[src/rtl/define.sv]
// Codebase-wide level and constant defines shared by the execute-stage units.
// Each macro is guarded so this file can be compiled alongside modules that
// carry their own fallback copies without redefinition clashes.
`ifndef RstEnable
`define RstEnable 1'b1
`endif
`ifndef RstDisable
`define RstDisable 1'b0
`endif
`ifndef ChipEnable
`define ChipEnable 1'b1
`endif
`ifndef ChipDisable
`define ChipDisable 1'b0
`endif
`ifndef ZeroWord
`define ZeroWord 32'h00000000
`endif

[src/rtl/div_pkg.sv]
// Shared types and constants for the sequential radix-2 divider.
package div_pkg;

    // FREE: idle, SHORT: one-cycle completion, ON: iterating, END: result presented
    typedef enum logic [1:0] {
        FREE  = 2'd0,
        SHORT = 2'd1,
        ON    = 2'd2,
        END   = 2'd3
    } div_state_t;

    // One restoring step per quotient bit
    localparam int DIV_CYCLES   = 32;
    // {remainder, quotient}
    localparam int DIV_RESULT_W = 2 * DIV_CYCLES;
    // Counter must reach DIV_CYCLES itself (the finalize cycle)
    localparam int DIV_CNT_W    = $clog2(DIV_CYCLES + 1);

endpackage

[src/rtl/div_step.sv]
// One radix-2 restoring division step (combinational).
// Working register layout: [2W:W] partial remainder, [W-1:0] dividend bits
// still to be consumed on the left and quotient bits collected on the right.
module div_step #(
    parameter int DATA_W = 32
) (
    input  logic [2*DATA_W:0]   work,
    input  logic [DATA_W-1:0]   divisor,
    output logic [2*DATA_W:0]   work_next
);

    logic [2*DATA_W+1:0] shifted;
    logic [DATA_W:0]     upper;
    logic [DATA_W:0]     diff;
    logic                borrow;
    logic                take;

    // Shift left, trial-subtract the divisor from the upper half and keep the
    // difference when it did not go negative
    always_comb begin
        shifted = {work, 1'b0};
        upper   = shifted[2*DATA_W:DATA_W];
        // 33-bit trial subtract; the extra top bit is the borrow out
        {borrow, diff} = {1'b0, upper} - {2'b00, divisor};
        // A bit shifted out past the top still means remainder >= divisor
        take = ~borrow | shifted[2*DATA_W+1];
        if (take) begin
            work_next = {diff, shifted[DATA_W-1:1], 1'b1};
        end else begin
            work_next = shifted[2*DATA_W:0];
        end
    end

endmodule

[src/rtl/div_seq.sv]
// Sequential radix-2 DIV/DIVU unit feeding the HI/LO write port.
// Result is {remainder, quotient}; ready_o holds until EX drops start_i.
// Optional build macro DIV_FASTPATH_EN: operands with |dividend| < |divisor|
// finish in one cycle with quotient 0 and remainder = original dividend.
`ifndef RstEnable
`define RstEnable 1'b1
`endif

module div_seq #(
    parameter int DATA_W = 32
) (
    input  logic                  clk,
    input  logic                  rst,
    input  logic                  signed_div_i,
    input  logic [DATA_W-1:0]     opdata1_i,
    input  logic [DATA_W-1:0]     opdata2_i,
    input  logic                  start_i,
    input  logic                  annul_i,
    output logic [2*DATA_W-1:0]   result_o,
    output logic                  ready_o
);

    import div_pkg::*;

    div_state_t                state_reg, state_next;
    logic [DIV_CNT_W-1:0]      cnt_reg, cnt_next;
    logic [2*DATA_W:0]         work_reg, work_next;
    logic [DATA_W-1:0]         divisor_reg, divisor_next;
    logic                      neg_quot_reg, neg_quot_next;
    logic                      neg_rem_reg, neg_rem_next;
    logic [2*DATA_W-1:0]       short_res_reg, short_res_next;
    logic [2*DATA_W-1:0]       result_reg, result_next;
    logic                      ready_reg, ready_next;

    logic [DATA_W-1:0]         dividend_mag;
    logic [DATA_W-1:0]         divisor_mag;
    logic [2*DATA_W:0]         step_work;
    logic [DATA_W-1:0]         quot_raw, rem_raw;
    logic [DATA_W-1:0]         quot_fix, rem_fix;

    // Operand magnitudes: signed mode iterates on two's-complement absolutes
    assign dividend_mag = (signed_div_i && opdata1_i[DATA_W-1]) ? (~opdata1_i + 1'b1) : opdata1_i;
    assign divisor_mag  = (signed_div_i && opdata2_i[DATA_W-1]) ? (~opdata2_i + 1'b1) : opdata2_i;

    // Raw magnitudes after the last step, and their sign-corrected forms
    assign quot_raw = work_reg[DATA_W-1:0];
    assign rem_raw  = work_reg[2*DATA_W-1:DATA_W];
    assign quot_fix = neg_quot_reg ? (~quot_raw + 1'b1) : quot_raw;
    assign rem_fix  = neg_rem_reg  ? (~rem_raw + 1'b1)  : rem_raw;

    div_step #(
        .DATA_W    (DATA_W)
    ) u_step (
        .work      (work_reg),
        .divisor   (divisor_reg),
        .work_next (step_work)
    );

    // Next-state and datapath updates; everything holds unless a branch moves it
    always_comb begin
        state_next     = state_reg;
        cnt_next       = cnt_reg;
        work_next      = work_reg;
        divisor_next   = divisor_reg;
        neg_quot_next  = neg_quot_reg;
        neg_rem_next   = neg_rem_reg;
        short_res_next = short_res_reg;
        result_next    = result_reg;
        ready_next     = ready_reg;

        case (state_reg)
            FREE: begin
                if (start_i && !annul_i) begin
                    divisor_next   = divisor_mag;
                    neg_quot_next  = signed_div_i & (opdata1_i[DATA_W-1] ^ opdata2_i[DATA_W-1]);
                    neg_rem_next   = signed_div_i & opdata1_i[DATA_W-1];
                    work_next      = {{(DATA_W+1){1'b0}}, dividend_mag};
                    cnt_next       = '0;
                    short_res_next = '0;
                    if (opdata2_i == '0) begin
                        // Divide by zero: no trap, result is zero
                        state_next = SHORT;
`ifdef DIV_FASTPATH_EN
                    end else if (dividend_mag < divisor_mag) begin
                        // Quotient is trivially 0; remainder is the dividend as given
                        short_res_next = {opdata1_i, {DATA_W{1'b0}}};
                        state_next     = SHORT;
`endif
                    end else begin
                        state_next = ON;
                    end
                end
            end

            SHORT: begin
                if (annul_i) begin
                    state_next = FREE;
                end else begin
                    result_next = short_res_reg;
                    ready_next  = 1'b1;
                    state_next  = END;
                end
            end

            ON: begin
                if (annul_i) begin
                    state_next = FREE;
                end else if (cnt_reg != DIV_CNT_W'(DIV_CYCLES)) begin
                    work_next = step_work;
                    cnt_next  = cnt_reg + 1'b1;
                end else begin
                    // All quotient bits collected: apply signs and present
                    result_next = {rem_fix, quot_fix};
                    ready_next  = 1'b1;
                    state_next  = END;
                end
            end

            END: begin
                if (!start_i) begin
                    result_next = '0;
                    ready_next  = 1'b0;
                    state_next  = FREE;
                end
            end

            default: begin
                result_next = '0;
                ready_next  = 1'b0;
                state_next  = FREE;
            end
        endcase
    end

    // State and datapath registers; reset overrides start and annul
    always_ff @(posedge clk) begin
        if (rst == `RstEnable) begin
            state_reg     <= FREE;
            cnt_reg       <= '0;
            work_reg      <= '0;
            divisor_reg   <= '0;
            neg_quot_reg  <= 1'b0;
            neg_rem_reg   <= 1'b0;
            short_res_reg <= '0;
            result_reg    <= '0;
            ready_reg     <= 1'b0;
        end else begin
            state_reg     <= state_next;
            cnt_reg       <= cnt_next;
            work_reg      <= work_next;
            divisor_reg   <= divisor_next;
            neg_quot_reg  <= neg_quot_next;
            neg_rem_reg   <= neg_rem_next;
            short_res_reg <= short_res_next;
            result_reg    <= result_next;
            ready_reg     <= ready_next;
        end
    end

    assign result_o = result_reg;
    assign ready_o  = ready_reg;

endmodule

[config.mk]
export PLATFORM = sky130hd
export DESIGN_NAME = div_seq
export DESIGN_NICKNAME = d
export VERILOG_FILES = /design/src/rtl/define.sv /design/src/rtl/div_pkg.sv /design/src/rtl/div_step.sv /design/src/rtl/div_seq.sv
export SDC_FILE = /design/constraint.sdc
export NUM_CORES = 1
export LEC_CHECK = 0
export ABC_AREA = 0
export BUFFER_PORTS_ARGS = -buffer_cell sky130_fd_sc_hd__buf_2
export CORE_ASPECT_RATIO = 2
export CORE_UTILIZATION = 40
export CTS_CLUSTER_DIAMETER = 40
export DETAILED_ROUTE_END_ITERATION = 16
export PLACE_DENSITY = 0.69
export SKIP_CTS_REPAIR_TIMING = 1
export SLEW_MARGIN = 15
export SYNTH_ARGS = -nofsm -noshare
export SYNTH_HDL_FRONTEND = slang
export SYNTH_SLANG_ARGS = --single-unit
[constraint.sdc]
create_clock -name clk -period 4.2 [get_ports clk]
set_input_delay 0.63 -clock clk [delete_from_list [all_inputs] [get_ports clk]]
set_output_delay 0.63 -clock clk [all_outputs]
set_load 0.03 [all_outputs]
# == After elaboration in Yosys (flattened, before gate mapping) ==
# Index checks and enable logic that the tools add are counted.
# op_classes
add_sub_neg,6
eq_ne,11
mux,30
bitwise_logic,9
reduce_logical,12
# ops
operator,count
65-bit two-way mux,4
64-bit two-way mux,4
64-bit case mux with 3 select lines,1
65-bit case mux with 2 select lines,1
"32-bit by 1-bit adder with 32-bit output, second input constant",4
32-bit two-way mux,4
32-bit inverter,4
33-bit by 32-bit subtractor with 34-bit output,1
32-bit zero test,1
6-bit two-way mux,3
2-bit two-way mux,6
"2-bit != test, second input constant",6
6-bit case mux with 2 select lines,1
2-bit case mux with 4 select lines,1
"6-bit by 1-bit adder with 6-bit output, second input constant",1
"6-bit != test, second input constant",1
5-bit AND reduction,1
"2-bit equality test, second input constant",2
1-bit two-way mux,4
4-bit AND reduction,1
1-bit logical AND,3
"3-bit != test, second input constant",1
1-bit case mux with 3 select lines,1
3-bit AND reduction,1
other kinds (10),11
# totals
register_bits,172
in_bits,69
out_inout_bits,65
wordCells,76

# == Depth between registers and ports, before layout ==
# Gate-level depths: netlist of run 1.
# logic_depth
word_depth,7
ltp_mapped,13
ltp_nobuf,12

# == Modules after synthesis ==
# Synthesis of run 1 repeated with hierarchy kept, for this count alone.
# unflattened
cells_unflattened,1475
area_unflattened_um2,12007.8
# by_module_without_submodules
mod,n_inst,cells_each,area_each_um2,seq_area_each_um2
div_seq,1,1140,9500.4,3443.3
div_step,1,335,2507.4,0.0

# == Least setup slack after synthesis of run 1 ==
# OpenSTA, ideal clock, no wires.
# synth_timing
path_type,input to register
from,in opdata1_i[0]
to,reg work_reg[27]
setup_ns,0.132
arrival_ns,2.861
required_ns,4.068
setup_slack_ns,1.207
cell_stages,9
n_path_buf,0
cell_sequence,or4_1 -> or4_1 -> nor3_1 -> nand2_1 -> o41ai_1 -> xor2_1 -> o21ai_0 -> nand2_1 -> a21oi_1
# synth_between
elab_chain_cells,5
# synth_rtl
item,line_no,text
"start, declared",div_seq.sv:15,"input logic [DATA_W-1:0] opdata1_i,"
32-bit inverter,div_seq.sv:42,assign dividend_mag = (signed_div_i && opdata1_i[DATA_W-1]) ? (~opdata1_i + 1'b1) : opdata1_i;
32-bit by 1-bit adder with 32-bit output,div_seq.sv:42,
32-bit two-way mux,div_seq.sv:42,
65-bit two-way mux,div_seq.sv:73,if (start_i && !annul_i) begin
65-bit case mux with 2 select lines,div_seq.sv:71,case (state_reg)
"end signal, assigned",div_seq.sv:150,work_reg <= work_next;
"end, declared",div_seq.sv:27,"logic [2*DATA_W:0] work_reg, work_next;"
# Every way passes these cells. The select of a mux whose other input is x is not followed.
# A chain may end at the register's enable or synchronous reset.

# == Final worst setup path of run 1 ==
# layout_timing
from,reg work_reg[32]
to,reg work_reg[56]
# layout_between
elab_chain_cells,7
# layout_rtl
item,line_no,text
33-bit by 32-bit subtractor with 34-bit output (*),div_step.sv:24,"{borrow, diff} = {1'b0, upper} - {2'b00, divisor};"
1-bit inverter,div_step.sv:26,take = ~borrow | shifted[2*DATA_W+1];
1-bit bitwise OR,div_step.sv:26,
65-bit two-way mux (*),div_step.sv:27,if (take) begin
65-bit two-way mux (*),div_seq.sv:108,end else if (cnt_reg != DIV_CNT_W'(DIV_CYCLES)) begin
65-bit two-way mux (*),div_seq.sv:106,if (annul_i) begin
65-bit case mux with 2 select lines (*),div_seq.sv:71,
# Mark *: on every way between the ends. The rest lies on a longest branch, timed or not. The select of a mux whose other input is x is not followed.

==> results of run 1 <==
-- metal layers --
| metal | up-vias | wire [um] |
|---|---|---|
| li1 | 5155 | - |
| met1 | 4885 | 10800 |
| met2 | 278 | 19600 |
| met3 | 137 | 932 |
| met4 | 0 | 2620 |
| met5 | - | 0 |
-- through the flow --
| stage | instances | hold WS (ns) | instance area [um^2] | util, % |
|---|---|---|---|---|
| after floorplan | 1402 | 0.432 | 10800 | - |
| after global placement | 1817 | 0.432 | 11700 | 44.5 |
| after detailed placement | 1817 | 0.439 | 11700 | 44.5 |
| after CTS | 1849 | 0.448 | 12400 | 46.9 |
| after global routing | 1849 | 0.468 | 12400 | 46.9 |
| final | 1849 | 0.444 | 12400 | 46.9 |
-- kinds of logic (layout without fill, tap and decap cells) --
family	after synthesis	count (layout)
DFF	172	172
muxes	27	27
xor gates and xnor gates	145	145
adders and majority gates	43	43
buffers and inverters	141	244
and+or+nand+nor	462	462
AOI/OAI and AO/OA	412	412
-- area by class of cell --
class,instances,area [um^2]
Multi-Input combinational cell,1089,6830
Tap cell,344,430
Sequential cell,172,3440
Fill cell,2676,14000
Timing Repair Buffer,152,811
Inverter,60,225
Clock buffer,17,425
Clock inverter,15,191
-- power by group through the flow --
stage	clock [W]	sequential [W]	combinational, W
6_report	0.00162	0.00198	0.00249
5_1_grt	0.00172	0.00200	0.00274
4_1_cts	0.00165	0.00198	0.00248
3_5_place_dp	0	0.00202	0.00247
3_3_place_gp	0	0.00201	0.00245
2_1_floorplan	0	0.00195	0.00180
-- worst max-delay path, stage by stage (launching register included) --
cell and delay [ns]:
dfxtp_1 0.34, buf_4 0.17, inv_1 0.13, fa_1 0.43, nand2b_1 0.22, a21oi_1 0.25
o21a_1 0.22, a41oi_1 0.24, o211ai_1 0.40, o21ai_0 0.23, mux2i_1 0.16, a2111oi_0 0.45
o21ai_0 0.14
-- cells in the final DEF, fill, tap and decap left out, drive strengths merged, types with 3 or more instances in the layout --
| cell type | count |
|---|---|
| a211oi | 28 |
| a21o | 15 |
| a21oi | 99 |
| a22oi | 36 |
| a311oi | 5 |
| a31o | 3 |
| a31oi | 9 |
| a32oi | 10 |
| and2 | 3 |
| and3 | 6 |
| buf | 152 |
| clkbuf | 17 |
| clkinv | 9 |
| dfxtp | 172 |
| ha | 42 |
| inv | 66 |
| mux2i | 26 |
| nand2 | 211 |
| nand2b | 13 |
| nand3 | 22 |
| nand3b | 4 |
| nand4 | 6 |
| nor2 | 106 |
| nor2b | 6 |
| nor3 | 27 |
| nor3b | 4 |
| nor4 | 8 |
| o211ai | 13 |
| o21a | 6 |
| o21ai | 121 |
| o21bai | 5 |
| o31ai | 30 |
| o41ai | 14 |
| or2 | 7 |
| or3 | 17 |
| or4 | 17 |
| xnor2 | 76 |
| xor2 | 69 |
-- worst max-delay path by stage --
stage / end / slack (ns)
floorplan: work_reg[27]$_SDFFE_PP0P_ / 1.21
global placement: work_reg[27]$_SDFFE_PP0P_ / 0.72
detailed placement: work_reg[27]$_SDFFE_PP0P_ / 0.64
CTS: work_reg[56]$_SDFFE_PP0P_ / 0.78
global route: work_reg[59]$_SDFFE_PP0P_ / 0.44
finish: work_reg[56]$_SDFFE_PP0P_ / 0.69
==> impl_metrics.tcl, run 1 <==
set metrics [dict create \
    synth-compound-area-share_pct 24.3 \
    met2_usage_pct 51.8 \
    syn_to_final_growth_pct 14.5 \
    fmax_mhz 285 \
    synth_fa_ha_area_share_pct 5.05 \
    startpoint "work_reg[32]$_SDFFE_PP0P_" \
    dieArea_um2 27700 \
    crit_fanout 5 \
    grt_pass1_vias 10154 \
    internal-power_w 0.00348 \
    reg2reg_to "work_reg[56]$_SDFFE_PP0P_" \
    cts-buffers-inserted 17 \
    synthCells 1402 \
    switching_power_w 0.00262 \
    yosysSeqAreaShare_pct 31.9 \
    drt_iter0_markers 504 \
    p_sw_share_pct 43.0 \
    clk_latency_ns 0.46 \
    fin_ws_ns 0.692 \
    synth_xor_area_share_pct 11.8 \
    cts_tree "built" \
    drc 0 \
    end_kind "flop" \
    ys_async_sr_fraction_pct 0 \
    drt-total-wl_um 33900 \
    syn-cell-area_um2 10800 \
    synth-edff-count 0 \
    num_vias 10455 \
    synth_cell_types 63 \
    finalWeightedCongestion 0.951 \
    synth.top_cell.area_share_pct 31.9 \
    die_w_um 118 \
    yosysWarnings 0 \
    skew_ns 0.0122 \
    tns_ns 0 \
    p_comb_share_pct 40.9 \
    finalSetupViolations 0 \
    relSlewSlack_pct 28.7 \
    peakVddDrop_mv 0.321 \
    path_class "reg -> reg" \
    largest_reg_flops 65 \
    drv_slew 0 \
    n_antenna_cell 0 \
    num_rows 84 \
    total_power_w 0.00610 \
    clk_pin_slew_ns 0.08 \
    ant_nets 0 \
    drt-pass1-iter-count 9 \
    crit_required_ns 4.52 \
    avgSynthCellArea_um2 7.70 \
    hold_end "result_o[63]$_SDFFE_PP0P_" \
    maxCapViolations 0 \
    h-tree-depth 4 \
    clockRootBuffer "clkbuf_16" \
    reg2reg_depth 12 \
    die_h_um 234 \
    holdPathStages 2 \
    min_path_type "reg -> reg" \
    final_nets 1604 \
    pwr-share-seq_pct 32.5 \
    drive_above_1_share_pct 13.7 \
    r2r-start "work_reg[32]$_SDFFE_PP0P_" \
    p_clk_share_pct 26.6 \
    ys_ff_latch 172 \
    port_buffers 133 \
    antenna_found_initial 0 \
    place_ws_ns 0.636 \
    tightest_slew_ns 1.07 \
    synth_fp_nets 1514 \
    gr-max-usage-layer "met2" \
    min_from "result_o[63]$_SDFFE_PP0P_" \
    wl_per_cell_um 18.4 \
    grt.met1_usage_pct 20.6 \
    fin_crit_ns 3.51 \
    coreArea_um2 26400 \
    synth_area_leaders "dfxtp_1 (32%), nand2_1 (7.3%), xnor2_1 (6.2%)" \
    synthFlopType "dfxtp_1" \
    synth_simple_gate_area_share_pct 19.5 \
    ios 134 \
    synth_top_area_cell "dfxtp_1" \
    viasPerCell 5.65 \
    crit_path_start_kind "flop" \
    synth_most_common_cell "nand2_1" \
    grt_pass1_wl_um 53100 \
    min_period_over_period_pct 83.5 \
    leakagePower_nw 4.88 \
    grt_max_degree 59 \
    r2r_setup_slack_ns 0.69 \
    synth.top_cells.by_count "nand2_1 (211), dfxtp_1 (172), o21ai_0 (114), nor2_1 (106), a21oi_1 (99)" \
    synth_top_family_by_area "compound AO/OA/AOI/OAI gates" \
    clock_sinks 172 \
    initial_core_util_pct 40.9 \
    status "completed" \
    hpwlAfterDp_um 26400 \
    rsz0062_at_grt "false" \
    synthMuxAreaShare_pct 2.52 \
    clock_path_buffers 2 \
    track_usage_pct 25.1 \
    cellPowerDensity_nw_per_um2 493 \
    cp.arrival_ns 3.83 \
    use_met3_pct 3.89 \
    hold_violations 0 \
    grt_overflow 0 \
]
No activity file was read; power rests on OpenSTA's default activity.
==> inputs of run 2 (changes only) <==
Settings changed: ABC_AREA 0 to 1, PLACE_DENSITY 0.69 to 0.7.
Clock period 4.2 ns to 3.1 ns, I/O delays scaled along.
==> run 2 against run 1 <==
  * Flip-flop and latch count is the same
  * Via count increased by 37%
  * Non-clock buffer count rose by 5
  * Global-route usage grew 3.7 points
  * Synthesized area rose by 21%
  * Sequential power is 46% higher
  * Clock power up 35%
  * Highest routed layer unchanged
==> impl_metrics.tcl, run 2 <==
set metrics [dict create \
    status "completed" \
    place_area_um2 14100 \
    synth.top_cells.by_count "nand2_1 (584), inv_1 (314), nand3_1 (205), a21oi_1 (202), dfxtp_1 (172)" \
    syn-cell-area_um2 13100 \
    fin_area_um2 14700 \
    tightest_slew_ns 0.735 \
    fin_crit_ns 2.62 \
    yosysWarnings 0 \
    finalSetupViolations 0 \
    n_antenna_cell 0 \
    hold_violations 0 \
    initial_core_util_pct 40.6 \
    viasPerCell 5.34 \
    finalWeightedCongestion 0.998 \
    synth_most_common_cell "nand2_1" \
    synth_area_leaders "dfxtp_1 (26%), nand2_1 (17%), inv_1 (9.0%)" \
    crit_path_start_kind "flop" \
    skew_ns 0.0144 \
    final_util_pct 45.6 \
    end_kind "flop" \
    dp.cells 2658 \
    grt_pass1_wl_um 71900 \
    cellPowerDensity_nw_per_um2 773 \
    dieArea_um2 33400 \
    synth_cell_types 50 \
    h-tree-depth 4 \
    ant_nets 0 \
    largest_reg_flops 65 \
    clockRootBuffer "clkbuf_16" \
    ys_async_sr_fraction_pct 0 \
    crit_required_ns 3.42 \
    die_h_um 257 \
    coreArea_um2 32100 \
    synth-edff-count 0 \
    timing.hold.ws_ns 0.344 \
    layout_commonest_cell "nand2_1" \
    path_class "reg -> reg" \
    synth.top_cell.area_share_pct 26.4 \
    drt-pass1-iter-count 5 \
    grt_pass1_vias 13806 \
    fin_cells 2690 \
    fill_cells 3499 \
    drt_iter0_markers 752 \
    min_path_type "in -> reg" \
    drt-total-wl_um 47000 \
    hpwlAfterDp_um 37800 \
    cp.arrival_ns 2.94 \
    cts-buffers-inserted 17 \
    syn_to_final_growth_pct 12.2 \
    grt_overflow 0 \
    num_vias 14362 \
    synthFlopType "dfxtp_1" \
    synth_fp_nets 2265 \
    ys_ff_latch 172 \
    antenna_found_initial 0 \
    peakVddDrop_mv 0.478 \
    rsz0062_at_grt "false" \
    synth_top_area_cell "dfxtp_1" \
    clock_sinks 172 \
    track_usage_pct 28.7 \
    maxCapViolations 0 \
    num_rows 93 \
    clock_path_buffers 2 \
    final_cell_mix "nand2_1 (583), inv_1 (314), nand3_1 (205)" \
    drv_slew 0 \
    fmax_mhz 382 \
    crit_fanout 28 \
    yosysSeqAreaShare_pct 26.4 \
    final_nets 2362 \
    port_buffers 133 \
    relSlewSlack_pct 50.9 \
    cts_tree "built" \
    die_w_um 130 \
    clk_latency_ns 0.46 \
    grt_max_degree 66 \
    wl_per_cell_um 17.5 \
    leakagePower_nw 7.26 \
    drc 0 \
    avgSynthCellArea_um2 6.06 \
    clk_pin_slew_ns 0.07 \
    min_period_over_period_pct 84.5 \
    drive_above_1_share_pct 12.7 \
    tns_ns 0 \
    synthCells 2153 \
    ios 134 \
]
==> run 2: changes by cell type after synthesis, sizes merged, moves of 33 or more <==
cell,previous run,this run
nand2,211,601
inv,59,330
nand3,22,233
a21oi,99,206
nor2,106,168
xnor2,76,19
xor2,69,24
clkbuf,73,37
buf,8,42
nand4,6,39
==> run 2: cell type report <==
type | instances | area [um^2] | area share (%)
Tap cell | 427 | 534 | 3.65
Multi-Input combinational cell | 1570 | 7970 | 54.4
Timing Repair Buffer | 157 | 861 | 5.88
Inverter | 332 | 1250 | 8.51
Clock buffer | 20 | 467 | 3.19
Sequential cell | 172 | 3440 | 23.5
Clock inverter | 12 | 128 | 0.871
==> run 2: cells by family (layout without fill, tap and decap cells) <==
family                   Yosys count  after routing  synth area share (%)
AND/OR/NAND/NOR                 1105           1105                  38.1
buffers and inverters            411            521                  12.6
AO/OA/AOI/OAI                    379            379                  15.9
flip-flops                       172            172                  26.4
adder cells (fa/ha/maj)           43             43                  4.18
XOR/XNOR                          43             43                  2.88
==> run 2: path summary, 6_finish.rpt <==
| check | start | to | slack, ns | cells after the start |
|---|---|---|---|---|
| max | work_reg[54]$_SDFFE_PP0P_ | work_reg[34]$_SDFFE_PP0P_ | 0.48 | 12 |
| min | opdata2_i[0] | divisor_reg[0]$_SDFFE_PP0P_ | 0.34 | 3 |
| max reg2reg | work_reg[54]$_SDFFE_PP0P_ | work_reg[34]$_SDFFE_PP0P_ | 0.48 | 12 |
| min reg2reg | result_o[19]$_SDFFE_PP0P_ | result_o[19]$_SDFFE_PP0P_ | 0.46 | 2 |
==> run 2: per-layer routing <==
metal	global-route usage, %	part of all wire (%)
met1	24.6	32
met2	55.1	55
met5	0	0
met3	3.93	3.1
met4	26.5	10
==> run 2: critical path, stage by stage, from the launching register on <==
cell     delay, ns
dfxtp_1       0.55
ha_1          0.38
nand2_1       0.13
inv_2         0.05
nand2_1       0.06
nand3_1       0.12
a21oi_2       0.18
nor2_1        0.08
nor2_2        0.14
buf_4         0.41
nand3_1       0.20
nand3_1       0.13
a21oi_1       0.06
==> run 2: report_power, final <==
group / internal, W / total [W] / switching (W)
sequential: 0.00255 / 0.00290 / 0.000351
clock: 0.00119 / 0.00219 / 0.000992
combinational: 0.00179 / 0.00624 / 0.00445
total: 0.00554 / 0.0113 / 0.00579
==> run 2: per-stage QoR <==
| step | worst slack [ns] | total power (W) |
|---|---|---|
| 5_1_grt | 0.318 | 0.0121 |
| 2_1_floorplan | 1.18 | 0.00733 |
| 4_1_cts | 0.526 | 0.0113 |
| 6_report | 0.481 | 0.0113 |
| 3_3_place_gp | 0.539 | 0.00900 |
| 3_5_place_dp | 0.555 | 0.00905 |
==> inputs of run 3 (changes only) <==
Clock period 3.1 ns to 2.3 ns, I/O delays scaled along.
==> run 3 against run 2 <==
  * Largest cell class unchanged
  * Clock power up 44%
  * Critical endpoint is now result_o[26]$_SDFFE_PP0P_
  * Total power rose by 48%
  * Largest power group unchanged
  * Cell area is 8.7% higher
  * Critical path depth unchanged
==> impl_metrics.tcl, run 3 (synthesis results as in run 2) <==
set metrics [dict create \
    drt-pass1-iter-count 5 \
    coreArea_um2 32100 \
    fmax_mhz 445 \
    reg2reg_depth 12 \
    min_period_over_period_pct 97.7 \
    clk_latency_ns 0.46 \
    skew_ns 0.0131 \
    reg2reg_to "result_o[26]$_SDFFE_PP0P_" \
    layout_commonest_cell "nand2_1" \
    syn_to_final_growth_pct 22.0 \
    fin_ws_ns 0.0518 \
    finalSetupViolations 0 \
    fin_crit_ns 2.25 \
    grt_overflow 0 \
    die_h_um 257 \
    peakVddDrop_mv 0.897 \
    clock_path_buffers 2 \
    port_buffers 133 \
    multi_input_area_um2 8250 \
    cellPowerDensity_nw_per_um2 1050 \
    clk_pin_slew_ns 0.07 \
    min_path_type "in -> reg" \
    relSlewSlack_pct 51.9 \
    die_w_um 130 \
    maxCapViolations 0 \
    largest_reg_flops 65 \
    min_from "opdata2_i[0]" \
    crit_path_start_kind "flop" \
    hold_violations 0 \
    num_rows 93 \
    end_kind "flop" \
    tightest_slew_ns 0.721 \
    grt_pass1_wl_um 75400 \
    drv_slew 0 \
    crit_required_ns 2.68 \
    drt-total-wl_um 49800 \
    cp.arrival_ns 2.63 \
    final_cell_mix "nand2_1 (571), inv_1 (309), nand3_1 (201)" \
    viasPerCell 5.32 \
    hold_end "divisor_reg[0]$_SDFFE_PP0P_" \
    timing.hold.ws_ns 0.192 \
    area.sequential_um2 3450 \
    r2r_setup_slack_ns 0.05 \
    grt_max_degree 128 \
    status "completed" \
    leakagePower_nw 7.90 \
    dieArea_um2 33400 \
    drive_above_1_share_pct 18.8 \
    final_nets 2469 \
    initial_core_util_pct 40.6 \
    cts-buffers-inserted 17 \
    path_class "reg -> reg" \
    finalWeightedCongestion 0.988 \
    h-tree-depth 4 \
    r2r-start "work_reg[0]$_SDFFE_PP0P_" \
    fill_cells 3412 \
    drc 0 \
    hpwlAfterDp_um 39500 \
    ant_nets 0 \
    cts_tree "built" \
    track_usage_pct 30.1 \
    antenna_found_initial 3 \
    num_vias 14879 \
    crit_fanout 7 \
    drt_iter0_markers 852 \
    holdPathStages 3 \
    place_ws_ns -0.114 \
    ios 134 \
    clockRootBuffer "clkbuf_16" \
    clock_sinks 172 \
    wl_per_cell_um 17.8 \
    grt_pass1_vias 14641 \
]
-- run 3: changes by cell type in the layout (fill, tap and decap cells not counted), sizes merged --
cell,before,now
bufinv,1,4
clkinv,8,5
inv,335,334
buf,157,263
diode,0,2
clkbuf,20,21
clkinvlp,0,1
-- run 3: worst max-delay path by stage --
stage | start | to | slack (ns) | depth (start not counted)
after floorplan | divisor_reg[20]$_SDFFE_PP0P_ | work_reg[37]$_SDFFE_PP0P_ | 0.38 | 14
after global placement | work_reg[33]$_SDFFE_PP0P_ | work_reg[63]$_SDFFE_PP0P_ | -0.05 | 12
after detailed placement | state_reg[0]$_SDFFE_PP0P_ | work_reg[0]$_SDFFE_PP0P_ | -0.11 | 8
after CTS | state_reg[0]$_SDFFE_PP0P_ | work_reg[0]$_SDFFE_PP0P_ | -0.13 | 8
after global routing | work_reg[0]$_SDFFE_PP0P_ | result_o[26]$_SDFFE_PP0P_ | -0.01 | 12
final | work_reg[0]$_SDFFE_PP0P_ | result_o[26]$_SDFFE_PP0P_ | 0.05 | 12
-- run 3: stage by stage --
step / cells / TNS, ns / util, % / total power [W] / cell area, um^2
5_1_grt: 2799 / -0.0263 / 49.6 / 0.0179 / 15900
6_report: 2799 / 0 / 49.6 / 0.0168 / 15900
2_1_floorplan: 2153 / 0 / - / 0.00987 / 13100
3_5_place_dp: 2757 / -0.173 / 46.4 / 0.0131 / 14900
3_3_place_gp: 2757 / -0.0702 / 46.4 / 0.0130 / 14900
4_1_cts: 2789 / -0.253 / 48.4 / 0.0162 / 15500
-- run 3: per-layer routing --
layer | GRT usage, % | routed length [um] | vias up
met5 | 0 | 12 | -
met4 | 28.8 | 5290 | 2
met3 | 4.05 | 1820 | 203
met2 | 58.0 | 27300 | 466
met1 | 25.2 | 15400 | 6828
li1 | - | - | 7380
-- run 3: worst max-delay path: stages (launching register included) --
cell and delay [ns]:
dfxtp_2 0.42, inv_1 0.09, ha_1 0.16, inv_1 0.08, nor3_4 0.16, nand3_2 0.16
nor2_4 0.15, nand4_1 0.26, nand2_2 0.24, nand3_1 0.09, nand2_1 0.08, nand3_1 0.11
a21oi_1 0.14
-- run 3: layout make-up --
class	count	share of cell area [%]
sequential	172	21.7
antenna	2	0.0314
tap	427	3.35
timing repair buffer	264	11.4
multi-input combinational	1570	51.8
clock inverter	12	1.15
clock buffer	20	2.74
inverter	332	7.82
-- run 3: where the power goes --
part | internal, W | leakage (nW) | switching [W]
sequential | 0.00344 | 1.40 | 0.000489
clock | 0.00183 | 0.301 | 0.00131
combinational | 0.00335 | 6.20 | 0.00632
total | 0.00863 | 7.90 | 0.00812
